--- src/rtl/hazard_stall_ctrl.sv ---
// Hazard/stall controller: sequences multi-register MEM ops with a front-end
// freeze, and holds DEC with EX bubbles on load-use hazards.
module hazard_stall_ctrl #(
    parameter int                    REG_ADDR_W        = 3,
    parameter int                    OPCODE_W          = 4,
    parameter int                    NUM_XFER          = 8,
    parameter int                    LOAD_STALL_CYCLES = 1,
    parameter logic [OPCODE_W-1:0]   OP_LW             = 4'b0100,
    parameter logic [OPCODE_W-1:0]   OP_LM             = 4'b1100,
    parameter logic [OPCODE_W-1:0]   OP_SM             = 4'b1101,
    parameter logic [OPCODE_W-1:0]   OP_LA             = 4'b1110,
    parameter logic [OPCODE_W-1:0]   OP_SA             = 4'b1111
) (
    input  logic                  clk,
    input  logic                  reset,
    input  logic [REG_ADDR_W-1:0] dec_src1,
    input  logic [REG_ADDR_W-1:0] dec_src2,
    input  logic                  dec_src1_used,
    input  logic                  dec_src2_used,
    input  logic                  exe_valid,
    input  logic [OPCODE_W-1:0]   exe_opcode,
    input  logic [REG_ADDR_W-1:0] exe_dest,
    input  logic                  mem_valid,
    input  logic [OPCODE_W-1:0]   mem_opcode,
    input  logic                  flush,
    output logic                  freeze_front,
    output logic                  stall_dec,
    output logic                  bubble_exe,
    output logic [REG_ADDR_W-1:0] xfer_idx,
    output logic                  xfer_last,
    output logic                  busy
);

    typedef enum logic [0:0] {IDLE = 1'b0, MULTI = 1'b1} state_t;

    localparam logic [REG_ADDR_W-1:0] LAST_IDX   = REG_ADDR_W'(NUM_XFER - 1);
    localparam logic [1:0]            STALL_LOAD = 2'(LOAD_STALL_CYCLES - 1);

    state_t                state_q, state_d;
    logic [REG_ADDR_W-1:0] cnt_q, cnt_d;
    logic [1:0]            scnt_q, scnt_d;

    logic                  multi_hit;
    logic                  active;
    logic [REG_ADDR_W-1:0] idx;
    logic                  last;
    logic                  freeze;
    logic                  load_use;
    logic                  stall;

    always_ff @(posedge clk or posedge reset) begin
        if (reset) begin
            state_q <= IDLE;
            cnt_q   <= '0;
            scnt_q  <= '0;
        end else begin
            state_q <= state_d;
            cnt_q   <= cnt_d;
            scnt_q  <= scnt_d;
        end
    end

    assign multi_hit = mem_valid &&
                       (mem_opcode == OP_LM || mem_opcode == OP_SM ||
                        mem_opcode == OP_LA || mem_opcode == OP_SA);

    // Transfer sequencer; the first transfer happens in the IDLE cycle itself.
    always_comb begin
        state_d = state_q;
        cnt_d   = cnt_q;
        active  = 1'b0;
        idx     = '0;
        case (state_q)
            IDLE: begin
                if (multi_hit) begin
                    active = 1'b1;
                    idx    = '0;
                end
            end
            MULTI: begin
                active = 1'b1;
                idx    = cnt_q;
            end
            default: begin
                state_d = IDLE;
                cnt_d   = '0;
            end
        endcase
        last   = active && (idx == LAST_IDX);
        freeze = active && !last;
        if (active) begin
            if (last) begin
                state_d = IDLE;
                cnt_d   = '0;
            end else begin
                state_d = MULTI;
                cnt_d   = idx + 1'b1;
            end
        end
    end

    // LM/LA destinations are not known at DEC, so they always stall.
    assign load_use = exe_valid &&
                      (((exe_opcode == OP_LW) &&
                        ((dec_src1_used && dec_src1 == exe_dest) ||
                         (dec_src2_used && dec_src2 == exe_dest))) ||
                       exe_opcode == OP_LM || exe_opcode == OP_LA);

    always_comb begin
        scnt_d = scnt_q;
        stall  = 1'b0;
        if (!freeze) begin
            stall = (load_use || scnt_q != 2'd0) && !flush;
            if (scnt_q != 2'd0)
                scnt_d = scnt_q - 2'd1;
            else if (load_use)
                scnt_d = STALL_LOAD;
        end
        if (flush)
            scnt_d = 2'd0;
    end

    assign freeze_front = freeze && !reset;
    assign stall_dec    = stall && !reset;
    assign bubble_exe   = stall && !reset;
    assign xfer_idx     = reset ? '0 : idx;
    assign xfer_last    = last && !reset;
    assign busy         = (state_q == MULTI) && !reset;

endmodule

--- config.mk ---
export PLATFORM = sky130hd
export DESIGN_NAME = hazard_stall_ctrl
export DESIGN_NICKNAME = d
export VERILOG_FILES = /design/src/rtl/hazard_stall_ctrl.sv
export SDC_FILE = /design/constraint.sdc
export NUM_CORES = 1
export LEC_CHECK = 0
export CORE_UTILIZATION = 33
export CTS_BUF_LIST = sky130_fd_sc_hd__clkbuf_8 sky130_fd_sc_hd__clkbuf_16
export CTS_CLUSTER_DIAMETER = 200
export DETAILED_ROUTE_END_ITERATION = 16
export PLACE_DENSITY = 0.83
export REMOVE_ABC_BUFFERS = 1
export SLEW_MARGIN = 20
export SYNTH_ARGS = -nofsm -noshare
export SYNTH_HDL_FRONTEND = slang
export SYNTH_SLANG_ARGS = --single-unit
--- constraint.sdc ---
create_clock -name clk -period 2.9 [get_ports clk]
set_clock_uncertainty 0.15 [all_clocks]
set_input_delay 0.725 -clock clk [delete_from_list [all_inputs] [get_ports clk]]
set_output_delay 0.725 -clock clk [all_outputs]
set_load 0.02 [all_outputs]
==> results.py <==
metrics = {
    "run_status": {
        "status": "finished, final reports clean",
    },
    "route": {
        "drt-initial-drc-count": 0,
        "vias_per_cell": 4.62,
        "drc": 0,
        "firstDrtPassIters": 1,
        "ant_nets": 0,
        "wire_per_inst_um": 11.2,
        "dr_total_vias": 467,
        "wl_um": 1140,
    },
    "timing": {
        "slew_headroom": 0.841,
        "hold_violations": 0,
        "fin_hold_ws_ns": 0.360,
        "finalCriticalPeriod_ns": 2.86,
        "maxSlewViolCount": 0,
        "rsz0062_at_grt": "true",
        "setup_slack_ns": 0.0359,
        "clock.fmax_ghz": 0.349,
        "period_share": 0.988,
        "finalSetupViolCount": 0,
        "max_slew.worst_pin.slew_ns": 0.238,
    },
    "power_and_ir_drop": {
        "p_leak_nw": 0.404,
        "total_power_uw": 543,
        "p_sw_uw": 182,
        "clkPwrFrac": 0.220,
        "intPower_uw": 361,
        "switching_share": 0.335,
        "power_frac_seq": 0.231,
        "combPwrFrac": 0.549,
        "power_density_nw_per_um2": 633,
        "ir_worst_vdd_mv": 0.576,
    },
    "grt": {
        "grt_pass1_vias": 423,
        "grt_usage": 0.164,
        "grt_max_degree": 8,
        "grt.busiest_layer": "met2",
        "grt_overflow": 0,
        "use_met1": 0.174,
        "antenna_found_initial": 0,
        "grt_pass1_wl_um": 1620,
        "use_met2": 0.313,
        "grt_util_met3": 0.0520,
    },
    "worst_setup_path": {
        "timing.critical_path.mode_cell": "ha_4",
        "critPathRequiredTime_ns": 2.03,
        "startpoint_type": "flip-flop",
        "endpoint_kind": "output pin",
        "path_class": "flip-flop to output pin",
        "slowest_stage": "or4_1",
        "crit_path_max_fanout": 3,
        "cp_cell_sequence": "and2_1 > ha_4 > ha_4 > nor2_4 > or4_1 > a31oi_1 > buf_2",
        "crit_path_max_incr_delay_ns": 0.51,
        "cp.arrival_ns": 1.99,
    },
    "cells_and_area": {
        "n_fill_cell": 89,
        "diodes": 0,
        "final_cells": 101,
        "final_nets": 115,
        "regArea_sq_um": 150,
        "fin_area_sq_um": 858,
        "syn_to_final_growth_pct": 91.6,
        "multi_input_area_sq_um": 323,
        "drive_gt1_frac": 0.287,
    },
    "synth": {
        "synth.area.top_cells": "dfrtp_1 34%, xnor2_1 12%, and2_1 8.4%, ha_1 5.6%, a31oi_4 4.7%",
        "synth_seq_cells": 6,
        "synthCells": 48,
        "synth.distinct_cells": 21,
        "yosysTopAreaCell": "dfrtp_1",
        "postSynthAreaPerCell_sq_um": 9.33,
        "synth_top_cell_area_share": 0.335,
        "yosysWarnings": 0,
        "yosysSeqAreaShare": 0.335,
        "synth_area_sq_um": 448,
    },
    "cts": {
        "path_clk_slew_ns": 0.04,
        "clock_latency_ns": 0.21,
        "cts_tree": "done",
        "clock-sinks": 6,
        "clk_path_buf_depth": 2,
        "h-tree-depth": 1,
        "cts_buffers": 3,
        "cts_root_buf": "clkbuf_8",
    },
    "worst_hold_path": {
        "hp-class": "flip-flop to flip-flop",
    },
    "floorplanning": {
        "die_w_um": 38.8,
        "initial_core_util": 0.378,
        "core_sq_um": 1190,
        "die_area_sq_um": 1510,
        "rows": 12,
        "fp.dieH_um": 38.8,
        "pin_count": 32,
    },
    "placed_design": {
        "dpl_cell_area_sq_um": 808,
        "dpl_worst_slack_ns": -0.704,
        "portBuffers": 29,
        "dpl.cell_count": 98,
        "gp_congestion": 0.749,
        "dpl.hpwl_um": 943,
    },
    "run": {
        "cap_violations": 0,
    },
}
-- Yosys cell counts --
| cell | n |
|---|---|
| and2_1 | 6 |
| dfrtp_1 | 6 |
| xnor2_1 | 6 |
| nand2_1 | 3 |
| nand2b_1 | 3 |
| a21oi_1 | 2 |
| ha_1 | 2 |
| inv_1 | 2 |
| nand4_1 | 2 |
| nor2b_1 | 2 |
| nor3_1 | 2 |
| nor3b_1 | 2 |
| o21ai_0 | 2 |
| a311oi_1 | 1 |
| a31oi_1 | 1 |
| a31oi_4 | 1 |
| buf_4 | 1 |
| nor2_1 | 1 |
| nor2_4 | 1 |
| or3b_2 | 1 |
| or4_1 | 1 |
-- through the flow --
step | util | setup TNS, ns
3_5_place_dp | 0.681 | -3.00
3_3_place_gp | 0.681 | -2.87
4_1_cts | 0.705 | 0
5_1_grt | 0.724 | -0.0828
2_1_floorplan | - | -0.302
6_report | 0.724 | 0
-- path summary, 6_finish.rpt --
check	depth (start not counted)	from	endpoint	slack [ns]
max	7	state_q	stall_dec	0.04
min	2	cnt_q[2]	cnt_q[2]	0.36
max reg2reg	7	state_q	scnt_q[0]	1.11
min reg2reg	2	cnt_q[2]	cnt_q[2]	0.36
max in group asynchronous	3	reset	state_q	1.84
min in group asynchronous	3	reset	cnt_q[0]	0.56
-- worst max-delay path, delay by kind of cell (launching register included) --
| kind | cells | cell delay (ns) |
|---|---|---|
| buf+inv | 1 | 0.20 |
| flops | 1 | 0.36 |
| simple gates | 3 | 0.73 |
| compound gates | 1 | 0.19 |
| fa+ha+maj | 2 | 0.29 |
-- power groups by stage --
| stage | Sequential [mW] | Clock [mW] | Combinational [mW] |
|---|---|---|---|
| 2_1_floorplan | 0.126 | 0 | 0.139 |
| 3_3_place_gp | 0.124 | 0 | 0.267 |
| 3_5_place_dp | 0.126 | 0 | 0.273 |
| 4_1_cts | 0.125 | 0.123 | 0.260 |
| 5_1_grt | 0.129 | 0.129 | 0.332 |
| 6_report | 0.126 | 0.120 | 0.298 |
-- cell type report --
class | count | share of cell area
Inverter | 2 | 0.00875
Timing Repair Buffer | 37 | 0.372
Tap cell | 14 | 0.0204
Sequential cell | 6 | 0.175
Multi-Input combinational cell | 39 | 0.376
Clock buffer | 3 | 0.0481
-- registers in the layout, summed over array words and instances, names as in the netlist --
name,flops
cnt_q,3
scnt_q,2
state_q,1
-- cell usage in the layout (no fill, tap or decap) --
cell              n
a21oi_1           2
nor2_1            1
clkdlybuf4s50_1  11
buf_2             1
and2_1            4
a31oi_1           1
a311oi_1          1
nor3b_1           2
dlygate4sd2_1    11
dfrtp_1           6
buf_4             9
nand4_1           2
or4_1             1
nand2b_4          1
nor2b_1           1
nand2b_1          2
ha_4              2
nor2b_2           1
or3b_2            1
xnor2_1           6
inv_1             2
clkbuf_8          3
o21ai_0           2
dlymetal6s2s_1    2
nor3_1            2
clkbuf_2          3
nor2_4            1
nand2_1           3
and2_4            2
a31oi_4           1
-- per-layer routing --
| layer | part of all wire | wire [um] | vias to the layer above |
|---|---|---|---|
| met5 | 0 | 0 | - |
| met3 | 0.018 | 20 | 0 |
| met4 | 0 | 0 | 0 |
| met1 | 0.43 | 488 | 214 |
| met2 | 0.55 | 626 | 7 |
| li1 | - | - | 246 |
-- timing repair --
| item | CTS | global route |
|---|---|---|
| resized for setup | 29 | 12 |
| setup endpoints to repair | 8 | 2 |
| cloned | 0 | 0 |
| hold buffers | 0 | 0 |
| setup buffers | 0 | 0 |
| pin swaps | 1 | 4 |
-- cell families after synthesis --
kind of cell | share of synthesized area
simple gates | 0.332
xor+xnor | 0.117
flops | 0.335
compound gates | 0.126
fa+ha+maj | 0.0559
buf+inv | 0.0335
Note: power is estimated with default switching activity, not from simulation.
==> RTL change 1, RTL diff (same settings) <==
Change the parameter `OPCODE_W` from 4 to 5.
--- a/src/rtl/hazard_stall_ctrl.sv
+++ b/src/rtl/hazard_stall_ctrl.sv
@@ -4,3 +4,3 @@
     parameter int                    REG_ADDR_W        = 3,
-    parameter int                    OPCODE_W          = 4,
+    parameter int                    OPCODE_W          = 5,
     parameter int                    NUM_XFER          = 8,
Ports: changed (resized exe_opcode and mem_opcode); port bits go from 32 to 34. The function was not compared with the original's and may differ.
==> RTL change 1 against the unedited design <==
- sequential share of layout area fell by 1.3 points
- worst hold slack improved by 0.0026 ns
- final area rose by 7.9%
- sequential cell count did not move
- setup slack improved by 0.019 ns
- via count rose by 16%
- power rose by 3.8%
- count of clock-buffer cells in the layout did not move
- cell count rose by 7.9%
- routed wire length rose by 18%
- synthesized area rose by 8.7%
- critical endpoint unchanged
==> RTL change 1: results (changes against the unedited design) <==
Run status:
- The run finished with clean final reports.

Detailed routing:
- The first-pass detailed-route iteration total was 4 (+3).
- The routed wirelength normalized by instance count is 12.25 um (+8.9%).
- The initial detailed-routing violation count came to 6 (+6).
- The via-per-instance ratio came to 4.954 (+7.1%).

Placed design:
- The number of buffers inserted by port buffering came to 31 (+6.9%).
- The worst slack at placement is -0.4470 ns (+0.2566 ns).
- The detailed placement HPWL is 1.150 mm (+22%).
- The global placer's final weighted congestion is 0.6518 (-13%).

Logic synthesis:
- The part of the Yosys area used for sequential elements is 30.85% (-2.7 points).
- By area the synthesized netlist is led by dfrtp_1 31%, xnor2_1 11%, ha_1 5.1%, nand4b_4 4.9%, nor2_1 3.9%.
- The commonest cells after synthesis are 6 x dfrtp_1, 6 x xnor2_1, 5 x nor2_1.
- The number of different library cells in the post-synthesis netlist came to 26 (+24%).
- The average cell area after synthesis is 9.183 um^2 (-1.6%).

Global route:
- The number of global-route vias before repair is 537 (+27%).
- The overall routing resource usage is 18.77% (+2.4 points).
- The global-route wire length before repair came to 1.959 mm (+21%).

Worst setup path:
- The arrival time of the worst setup path is 1.97 ns (-0.02 ns).
- The maximum single-stage delay on the critical path is 0.39 ns (-0.12 ns).
- The worst-path cell with the longest stage delay is clkdlybuf4s50_1.
- The maximum net fanout on the critical path is 2 (-1).

Pwr:
- The peak supply drop is 0.2559 mV (-56%).
- The reported leakage power was 0.4953 nW (+23%).

Final layout:
- The layout cell share with drive strength beyond 1 is 25.53% (-3.2 points).
- The number of nets in the finished design is 124 (+7.8%).
[RTL change 1: changes by cell type in the layout (fill, tap and decap cells not counted), moves of 3 or more]
cell             before  now
dlygate4sd2_1        11    4
dlymetal6s2s_1        2    9
nor2_1                1    5
clkbuf_2              3    0
clkdlybuf4s50_1      11   14
[RTL change 1: power breakdown]
group          total, mW  switching [mW]  internal (mW)
Combinational      0.309           0.143          0.166
Clock              0.125          0.0360         0.0892
Sequential         0.130          0.0170          0.113
[RTL change 1: per-stage QoR]
step	hold slack, ns	area (um^2)	power, mW	setup TNS (ns)
floorplan	0.3041	467.9	0.2970	0
global placement	0.3253	864.6	0.4357	-1.895
detailed placement	0.3424	864.6	0.4596	-2.051
CTS	0.3501	897.1	0.5751	-0.001363
global route	0.4007	925.9	0.6044	-0.006629
finish	0.3624	925.9	0.5641	0
[RTL change 1: worst min-delay path, stage by stage (launching register included)]
cell and delay [ns]:
dfrtp_1 0.35, nand2_1 0.06, o21ai_0 0.06
[RTL change 1: cell families (layout without fill, tap and decap cells)]
family | count (synthesis) | in the layout | share of synthesized area, %
adder cells (fa/ha/maj) | 2 | 2 | 5.141
flip-flops | 6 | 6 | 30.85
AO/OA/AOI/OAI | 7 | 7 | 8.997
AND/OR/NAND/NOR | 26 | 26 | 34.96
multiplexers | 1 | 1 | 3.084
XOR/XNOR | 6 | 6 | 10.80
buffers and inverters | 5 | 46 | 6.170
[RTL change 1: cell type report]
class,count,area (um^2)
inverters,3,11.26
multi-input cells,42,316.6
flip-flops and latches,6,150.1
clock buffers,3,41.29
fillers,124,407.9
well taps,15,18.77
repair buffers,40,387.9
[RTL change 1: final timing paths]
check | start | endpoint | slack [ns] | cells after the start
max in group asynchronous | reset | scnt_q[0] | 1.89 | 4
worst min-delay path | cnt_q[2] | cnt_q[2] | 0.36 | 2
worst max register to register | state_q | scnt_q[0] | 1.04 | 8
worst max-delay path | exe_opcode[4] | stall_dec | 0.06 | 6
worst min register to register | cnt_q[2] | cnt_q[2] | 0.36 | 2
min in group asynchronous | reset | cnt_q[2] | 0.60 | 4
[RTL change 1: what timing repair did]
item	4_1_cts	5_1_grt
endpoints found under the setup margin	8	3
gates resized for setup	24	13
gates cloned	0	0
pin swaps	1	6
endpoints found under the hold margin	0	0
setup buffers	0	0
[RTL change 1: per-layer routing]
| layer | vias up | track usage [%] | routed length [um] |
|---|---|---|---|
| li1 | 264 | - | - |
| met1 | 246 | 15.51 | 481 |
| met2 | 28 | 40.08 | 764 |
| met3 | 2 | 2.778 | 75 |
| met4 | 0 | 10.00 | 14 |
| met5 | - | 0 | 0 |
==> RTL change 2, RTL diff (config.mk and constraints unchanged) <==
Without the edit above. Reset style: synchronous (`reset`), changed in one clocked block.
--- a/src/rtl/hazard_stall_ctrl.sv
+++ b/src/rtl/hazard_stall_ctrl.sv
@@ -50,3 +50,3 @@
 
-    always_ff @(posedge clk or posedge reset) begin
+    always_ff @(posedge clk) begin
         if (reset) begin
Behaviour: same outputs for any inputs over 10 cycles, from zero or initial values and one cycle with reset high; that may be too few to reach the edited logic, so the function may still have changed.
==> RTL change 2 against the unedited design <==
- final area shrank 7.4%
- maximum frequency grew 0.78%
- routed wire length shrank 19%
- highest routed layer is now met4
- synthesized area shrank 3.6%
- worst hold slack lost 0.057 ns
- setup slack gained 0.022 ns
- sequential cell count is the same
Power is not compared: it rests on default switching activity, and its combinational part moved more than twofold at a synthesized area within 25%.
==> RTL change 2: results (changes against the unedited design) <==
Run status:
- The flow ran to the end, and the final reports show no timing, DRC or antenna violations.

Placed design:
- The global placer's final weighted congestion came to 0.6434 (-14%).
- The detailed placement HPWL was 811.5 um (-14%).
- The number of buffers inserted by port buffering is 29 (unchanged).

Min path:
- The startpoint identified for the worst hold timing path is cnt_q[0].
- The classification of the worst-slack hold path is reg2reg.

Logic synthesis:
- The number of warnings issued by yosys is 0 (unchanged).
- The async set or reset register ratio after synthesis is 0% (-100 points).
- In the post-synthesis netlist, the biggest area contributors are dfxtp_1 28%, xnor2_1 12%, and2_1 8.7%, ha_1 5.8%, nor2_1 5.2%.
- The dominant register cell in the synthesized netlist is dfxtp_1.
- The part of the Yosys area used for sequential elements was 27.83% (-5.7 points).
- The number of different library cells in the post-synthesis netlist is 24 (+14%).
- By count the netlist is led by 6 x and2_1, 6 x dfxtp_1, 6 x nor2_1, 6 x xnor2_1.

Pwr:
- The reported leakage power is 0.3448 nW.
- IR analysis of the VDD net gives a maximum drop of 0.2067 mV.

Worst setup path:
- In this design, the stage delay of the slowest critical-path cell is 0.50 ns.
- The family of cells with the greatest summed delay on the critical path is buffers and inverters.
- The most critical setup path has its startpoint at mem_valid.
- The maximum net fanout on the critical path is 7 (+4).
- The worst-path cell with the longest stage delay is clkdlybuf4s50_1.
- The reg-to-reg startpoint is state_q.
- The arrival time of the worst setup path is 1.97 ns (-0.02 ns).

Final layout:
- The count of fill cells added during filler insertion is 85 (-4.5%).
- The layout cell share with drive strength beyond 1 is 18.82% (-9.9 points).
- The largest registers in the layout are cnt_q (3), scnt_q (2), state_q (1).
- The antenna diode count is 0 (unchanged).
- The number of nets in the finished design came to 113 (-1.7%).

STA:
- The pin slew with the least headroom to its limit came to 0.2278 ns (-0.01044 ns).

Clock tree:
- The root cell of the clock tree is clkbuf_8.
- After clock tree synthesis, the clock-pin slew on the worst setup and hold paths is 0.03 ns.
- The post-CTS setup-driven buffer insertion count is 0 (unchanged).
- The number of buffers on the longest clock path is 2 (unchanged).
- The clock reaches the later pin of the worst-skew pair after 0.22 ns.
- The number of clock buffers inserted by TritonCTS is 3 (unchanged).
- The maximum level of the CTS H-tree came to 1 (unchanged).

Global route:
- The overall routing resource usage is 16.06% (-0.33 points).
- The global-route wire length before repair is 1.573 mm (-3.0%).
- The largest net degree at the start of global routing is 8 (unchanged).
- The initial antenna violation count came to 0 (unchanged).
- The number of global-route vias before repair is 434 (+2.6%).

Detailed routing:
- The initial detailed-routing violation count is 5 (+5).
- The first-pass detailed-route iteration total is 4 (+3).
- The routed wirelength normalized by instance count is 9.303 um (-17%).
- The via-per-instance ratio was 4.747 (+2.7%).
-- RTL change 2: cell count changes after synthesis, moves of 2 or more --
cell,unedited run,this run
dfrtp_1,6,0
dfxtp_1,0,6
nor2_1,1,6
nand2_1,3,1
nand2b_1,3,1
nand4b_1,0,2
o21ai_0,2,0
-- RTL change 2: timing repair --
action	4_1_cts	5_1_grt
gates resized for setup	15	3
hold buffers	0	0
setup endpoints to repair	8	2
-- RTL change 2: worst paths after layout --
check                                     to  slack, ns  cells past startpoint
worst max-delay path            freeze_front       0.06                      5
worst min-delay path                cnt_q[0]       0.30                      2
worst max register to register     scnt_q[0]       1.32                      7
worst min register to register      cnt_q[0]       0.30                      2
-- RTL change 2: logic make-up (layout without fill, tap and decap cells) --
group	after synthesis	in the layout	synth area share, %
AND/OR/NAND/NOR	26	26	35.65
multiplexers	1	1	2.319
XOR/XNOR	6	6	12.17
AO/OA/AOI/OAI	5	5	12.75
flip-flops	6	6	27.83
adder cells (fa/ha/maj)	2	2	5.796
buffers and inverters	3	39	3.477
-- RTL change 2: metal layers --
metal | GRT usage [%] | up-vias | part of all wire, %
met5 | 0 | - | 0
met2 | 28.39 | 28 | 49
met3 | 5.814 | 2 | 11
met1 | 15.25 | 198 | 38
met4 | 10.71 | 0 | 1.6
li1 | - | 242 | -
-- RTL change 2: layout make-up --
cell class                      count  area [um^2]  share of cell area, %
Sequential cell                     6        120.1                  15.12
Multi-Input combinational cell     40        296.5                  37.32
Timing Repair Buffer               35        315.3                  39.68
Clock buffer                        3        41.29                  5.197
Tap cell                           14        17.52                  2.205
Inverter                            1        3.754                 0.4724
-- RTL change 2: per-stage QoR --
stage                     setup slack, ns  area (um^2)  util, %  cells  hold slack, ns
after detailed placement          -0.3610        773.2    66.88     96          0.2995
after global placement            -0.3447        773.2    66.88     96          0.2965
after CTS                        0.002703        798.3    69.05     99          0.3050
final                             0.05802        794.5    68.72     99          0.3024
after global routing             -0.03973        794.5    68.72     99          0.3327
after floorplan                    0.4690        420.4        -     47          0.2792
-- RTL change 2: worst reg2reg max path, delay by kind of cell, from the launching register on --
kind	cells	cell delay (ns)
AO/OA/AOI/OAI	1	0.06
adder cells (fa/ha/maj)	2	0.45
buffers and inverters	1	0.13
flip-flops	1	0.31
AND/OR/NAND/NOR	3	0.39
-- RTL change 2: power breakdown --
part	internal, mW	leakage [nW]	switching [mW]	total, mW
Sequential	0.0851	0.0487	0.00112	0.0862
Combinational	0.0441	0.275	0.0226	0.0667
Clock	0.0890	0.0216	0.0343	0.123
